### src/rtl/hook_motion_ctrl.sv
// Hook swing/extend/retract motion controller with a one-outstanding draw handshake.
// Motion steps only on accepted frame ticks, so degree/length hold steady while a draw is in flight.
module hook_motion_ctrl #(
  parameter int unsigned DEG_MIN         = 20,
  parameter int unsigned DEG_MAX         = 140,
  parameter int unsigned DEG_INIT        = 80,
  parameter int unsigned DEG_STEP        = 2,
  parameter int unsigned LEN_MIN         = 20,
  parameter int unsigned LEN_MAX         = 200,
  parameter int unsigned LEN_STEP        = 4,
  parameter int unsigned LEN_STEP_LOADED = 1
) (
  input  logic       clock,
  input  logic       resetn,
  input  logic       frame_tick,
  input  logic       fire,
  input  logic       hit,
  input  logic       draw_done,
  output logic [8:0] degree,
  output logic [9:0] length,
  output logic       draw_enable,
  output logic       busy,
  output logic       grabbed,
  output logic       catch,
  output logic [7:0] overrun
);

  typedef enum logic [1:0] {M_SWING, M_EXTEND, M_RETRACT} mstate_t;
  typedef enum logic [1:0] {H_IDLE, H_REQ, H_WAIT} hstate_t;

  localparam logic [9:0]  D_MIN      = 10'(DEG_MIN);
  localparam logic [9:0]  D_MAX      = 10'(DEG_MAX);
  localparam logic [9:0]  D_STEP     = 10'(DEG_STEP);
  localparam logic [9:0]  D_LOW_EDGE = 10'(DEG_MIN + DEG_STEP);
  localparam logic [10:0] L_MIN      = 11'(LEN_MIN);
  localparam logic [10:0] L_MAX      = 11'(LEN_MAX);
  localparam logic [10:0] L_STEP     = 11'(LEN_STEP);
  localparam logic [10:0] L_STEP_LD  = 11'(LEN_STEP_LOADED);

  mstate_t     mstate_q, mstate_d;
  hstate_t     hstate_q, hstate_d;
  logic [8:0]  degree_q, degree_d;
  logic        dir_up_q, dir_up_d;
  logic [9:0]  length_q, length_d;
  logic        grabbed_q, grabbed_d;
  logic        catch_q, catch_d;
  logic [7:0]  overrun_q, overrun_d;
  logic        pending_q, pending_d;
  logic        fire_prev_q, fire_prev_d;
  logic        draw_enable_q, draw_enable_d;
  logic        busy_q, busy_d;

  logic        update;
  logic        fire_rise;
  logic [9:0]  deg_up;
  logic [10:0] len_up;
  logic [10:0] ret_step;

  always_comb begin
    mstate_d    = mstate_q;
    hstate_d    = hstate_q;
    degree_d    = degree_q;
    dir_up_d    = dir_up_q;
    length_d    = length_q;
    grabbed_d   = grabbed_q;
    catch_d     = 1'b0;
    overrun_d   = overrun_q;
    pending_d   = pending_q;
    fire_prev_d = fire;

    fire_rise = fire & ~fire_prev_q;
    update    = frame_tick && (hstate_q == H_IDLE);
    deg_up    = {1'b0, degree_q} + D_STEP;
    len_up    = {1'b0, length_q} + L_STEP;
    ret_step  = grabbed_q ? L_STEP_LD : L_STEP;

    case (hstate_q)
      H_IDLE:  if (frame_tick) hstate_d = H_REQ;
      H_REQ:   hstate_d = H_WAIT;
      H_WAIT:  if (draw_done) hstate_d = H_IDLE;
      default: hstate_d = H_IDLE;
    endcase

    if (frame_tick && !update && overrun_q != 8'hFF)
      overrun_d = overrun_q + 8'd1;

    // A fire edge on the same cycle as an update survives for the following update.
    if (update)    pending_d = 1'b0;
    if (fire_rise) pending_d = 1'b1;

    if (hit && mstate_q == M_EXTEND) begin
      grabbed_d = 1'b1;
      mstate_d  = M_RETRACT;
    end else if (update) begin
      case (mstate_q)
        M_SWING: begin
          if (pending_q) begin
            mstate_d = M_EXTEND;
          end else if (dir_up_q) begin
            if (deg_up >= D_MAX) begin
              degree_d = D_MAX[8:0];
              dir_up_d = 1'b0;
            end else begin
              degree_d = deg_up[8:0];
            end
          end else if ({1'b0, degree_q} <= D_LOW_EDGE) begin
            degree_d = D_MIN[8:0];
            dir_up_d = 1'b1;
          end else begin
            degree_d = degree_q - D_STEP[8:0];
          end
        end
        M_EXTEND: begin
          if (len_up >= L_MAX) begin
            length_d = L_MAX[9:0];
            mstate_d = M_RETRACT;
          end else begin
            length_d = len_up[9:0];
          end
        end
        M_RETRACT: begin
          if ({1'b0, length_q} <= L_MIN + ret_step) begin
            length_d  = L_MIN[9:0];
            mstate_d  = M_SWING;
            grabbed_d = 1'b0;
            catch_d   = grabbed_q;
          end else begin
            length_d = length_q - ret_step[9:0];
          end
        end
        default: mstate_d = M_SWING;
      endcase
    end

    draw_enable_d = (hstate_d == H_REQ);
    busy_d        = (hstate_d != H_IDLE);
  end

  always_ff @(posedge clock) begin
    if (!resetn) begin
      mstate_q      <= M_SWING;
      hstate_q      <= H_IDLE;
      degree_q      <= 9'(DEG_INIT);
      dir_up_q      <= 1'b1;
      length_q      <= L_MIN[9:0];
      grabbed_q     <= 1'b0;
      catch_q       <= 1'b0;
      overrun_q     <= 8'd0;
      pending_q     <= 1'b0;
      fire_prev_q   <= 1'b0;
      draw_enable_q <= 1'b0;
      busy_q        <= 1'b0;
    end else begin
      mstate_q      <= mstate_d;
      hstate_q      <= hstate_d;
      degree_q      <= degree_d;
      dir_up_q      <= dir_up_d;
      length_q      <= length_d;
      grabbed_q     <= grabbed_d;
      catch_q       <= catch_d;
      overrun_q     <= overrun_d;
      pending_q     <= pending_d;
      fire_prev_q   <= fire_prev_d;
      draw_enable_q <= draw_enable_d;
      busy_q        <= busy_d;
    end
  end

  assign degree      = degree_q;
  assign length      = length_q;
  assign draw_enable = draw_enable_q;
  assign busy        = busy_q;
  assign grabbed     = grabbed_q;
  assign catch       = catch_q;
  assign overrun     = overrun_q;

endmodule

### config.mk
export PLATFORM = sky130hd
export DESIGN_NAME = hook_motion_ctrl
export DESIGN_NICKNAME = d
export VERILOG_FILES = /design/src/rtl/hook_motion_ctrl.sv
export SDC_FILE = /design/constraint.sdc
export NUM_CORES = 1
export LEC_CHECK = 0
export BUFFER_PORTS_ARGS = -buffer_cell sky130_fd_sc_hd__buf_2
export CAP_MARGIN = 10
export CORE_MARGIN = 2
export CORE_UTILIZATION = 40
export CTS_CLUSTER_DIAMETER = 100
export CTS_CLUSTER_SIZE = 14
export DETAILED_ROUTE_END_ITERATION = 16
export SYNTH_ARGS = -nofsm -noshare
export SYNTH_HDL_FRONTEND = slang
export SYNTH_SLANG_ARGS = --single-unit
### constraint.sdc
create_clock -name clock -period 3.8 [get_ports clock]
set_input_delay 0.57 -clock clock [delete_from_list [all_inputs] [get_ports clock]]
set_output_delay 0.57 -clock clock [all_outputs]
set_load 0.02 [all_outputs]
==> metrics.md <==
| Metric | Value |
|---|---|
| Synth Register Bits | `37` |
| WL/cell | `between 10 and 15 µm` |
| Setup TNS | `0 ps` |
| Crit path max-delay cell type | `dfxtp_1` |
| Largest net degree at the start of global routing | `41` |
| Worst-path clk slew | `about 80 ps` |
| Clock Tree Root | `clkbuf_8` |
| HP Class | `input pin to flip-flop` |
| Detail Route Antenna Nets | `0` |
| Via count | `about 2400` |
| Critical path cell sequence | `ha_1, nor2b_1, or4bb_1, a211o_1, o211a_1, a221o_1, a32o_1` |
| Sequential element share of the synthesized area | `a little under 30%` |
| CTS tree | `yes` |
| VDD IR max | `between 0.00015 and 0.0002 V` |
| Vias in the first global route | `approximately 2100` |
| CP arrival | `2670 ps` |
| Minimum clock period | `about 2500 ps` |
| Sequential Area | `741 µm²` |
| Synthesis Warnings | `0` |
| Worst-margin pin slew | `656 ps` |
| Fin. Hold Viols | `0` |
| RSZ-0062 raised after global routing | `no` |
| Starting density of the core | `41.9%` |
| CP delay by family, top | `compound AO/OA/AOI/OAI gates` |
| Post-synth EDFFs | `0` |
| Fin nets | `369` |
| Post-CTS setup buffers | `0` |
| Final period utilization | `around 65%` |
| H-tree depth | `2` |
| Vias/cell | `roughly 5.7` |
| CTS Buf Count | `5` |
| Post-synth ARST share | `0%` |
| DP HPWL | `approximately 4100 µm` |
| Top_reg_cell synth | `dfxtp_1` |
| Crit. End Element | `flip-flop` |
| Clk buf depth | `2` |
| I/O Buffers | `35` |
| # clock sinks | `37` |
| Drt pass-1 iters | `4` |
| Initial DRC Count | `between 100 and 150` |
| Crit Path Max Fanout | `10` |
| Top cells by count, synth | `dfxtp_1 (37), o21ai_0 (26), a21oi_1 (25), nand2_1 (25), nand3_1 (18)` |
| Die extent in y | `approximately 83 µm` |
| DRC | `0` |
| Total Wirelength | `a little over 6000 µm` |
| Critical Path RT | `about 4000 ps` |
| Site row count | `28` |
| Syn nets | `343` |
| Worst setup path class | `flip-flop to flip-flop` |
| Yosys cell types | `56` |
| Antenna Cells | `0` |
| Fillers | `just under 600` |
| Slew headroom | `a little under three fifths` |
| Fmax | `about 400 MHz` |
| Post-synth top area cell | `dfxtp_1` |
| Antenna violations before repair | `0` |
| Ranking of synthesized cells by area | `dfxtp_1 (30%), ha_1 (7.0%), o21ai_0 (5.2%), a21oi_1 (5.0%), nand2_1 (3.7%)` |
| First-pass GRT wire length | `10100 µm` |
| Layout area overhead | `12.5%` |
| Die ar. | `6920 µm²` |
| Status | `finished clean` |
| Total gr overflow | `0` |
| CP max stage delay | `~560 ps` |
| Clk_lat worst skew | `roughly 290 ps` |
| Share of layout cells above drive strength 1 | `approximately 15%` |
| Hold Buf Count CTS | `0` |
| Slew Viols, Final | `0` |
| Cell Pwr Density | `between 300 and 400 nW/µm²` |
| Core Footprint | `roughly 6000 µm²` |
| R2R setup slack | `around 1300 ps` |
| Area of the multi-input gates | `roughly 1600 µm²` |
| Post-CTS sizing | `0` |
| Reg-to-reg startpoint | `length[2]` |
| Worst Skew | `7.38 ps` |
| R2R cell count | `7` |
| GR Util All Layers | `between 10% and 20%` |
| R2R Path End | `mstate_q[1]` |
| Maxcap violations | `0` |
| Final setup fails | `0` |
| Count leader, synth | `dfxtp_1` |
| Critical Path Start | `length[2]` |
| Post-synth top area share | `29.5%` |
| Worst path depth | `7` |
| Critical Path End | `mstate_q[1]` |
| WHS | `between 500 and 600 ps` |
| Mean Syn Cell Area | `7.76 µm²` |
| Die width | `83.2 µm` |
| Startpoint Class | `flip-flop` |
| Num ports | `37` |
| Gpl congestion | `~0.82` |
| Post-Syn Area | `roughly 2500 µm²` |
| Cells after synthesis | `323` |
| Lkg Pwr | `roughly 1.1 nW` |
| Buffers & Inverters on Critical Path | `0` |
[worst min path at each step]
stage	startpoint	end	slack, ps	cells after the start
global placement	overrun[7]	overrun[7]	500	2
detailed placement	degree[8]	degree[8]	500	2
CTS	fire	fire_prev_q	500	2
floorplan	mstate_q[0]	mstate_q[0]	480	2
finish	fire	fire_prev_q	510	2
global route	fire	fire_prev_q	510	2
[power breakdown]
group | internal, mW | leakage (nW) | switching [mW] | total, mW
Clock | 0.197 | 0.0543 | 0.157 | 0.354
Combinational | 0.0732 | 0.751 | 0.110 | 0.183
Sequential | 0.403 | 0.301 | 0.0279 | 0.431
Total | 0.673 | 1.11 | 0.295 | 0.968
[cell type report]
| cell class | count | area share, % |
|---|---|---|
| Clock buffer | 5 | 2.44 |
| Clock inverter | 3 | 1.64 |
| Inverter | 14 | 1.86 |
| Multi-Input combinational cell | 254 | 57.7 |
| Sequential cell | 37 | 26.3 |
| Tap cell | 75 | 3.33 |
| Timing Repair Buffer | 37 | 6.74 |
[layer usage]
metal	part of all wire, %	track usage (%)
met1	52	25.0
met2	42	26.2
met3	5.5	3.78
met4	0.65	5.51
met5	0	0
[flip-flops by register name, summed over array words and instances (netlist names), 2 cells and up]
name / count
mstate_q: 2
length: 10
degree: 8
hstate_q: 2
overrun: 8
[logic make-up after synthesis]
logic type | Yosys count | share of synthesized area, %
compound gates | 101 | 26.0
xor+xnor | 10 | 3.49
fa+ha+maj | 14 | 6.99
buf+inv | 32 | 5.49
flops | 37 | 29.5
mux | 4 | 1.60
other cells | 1 | 0.150
simple gates | 124 | 26.7
[metrics by stage]
step	setup WS, ps	total power [mW]	instance area (µm²)	util (%)	cells
final	1320	0.968	2820	47.1	425
after global routing	1180	1.02	2820	47.1	425
after CTS	1340	0.975	2820	47.1	425
after detailed placement	1360	0.621	2710	45.2	417
after global placement	1430	0.620	2710	45.2	417
after floorplan	1410	0.578	2510	-	323
[layout by cell type, fill, tap and decap left out, types with 2 or more instances in the layout]
cell type	instances
a211oi_1	2
a21boi_0	6
a21o_1	3
a21oi_1	25
a221o_1	2
a31o_2	2
a31oi_1	8
a32o_1	2
and2_1	14
and3_1	6
buf_2	35
buf_4	2
clkbuf_8	5
dfxtp_1	37
ha_1	14
inv_1	14
mux2i_1	4
nand2_1	25
nand2b_1	3
nand3_1	18
nand4_1	4
nand4b_1	2
nor2_1	16
nor2b_1	9
nor3_1	10
nor3b_1	3
nor4_1	3
o211a_1	2
o211ai_1	4
o21a_1	2
o21ai_0	26
o22ai_1	2
o31a_1	2
o31ai_1	4
or3_1	3
xnor2_1	7
xor2_1	3
Power figures use the tool's default switching activity.
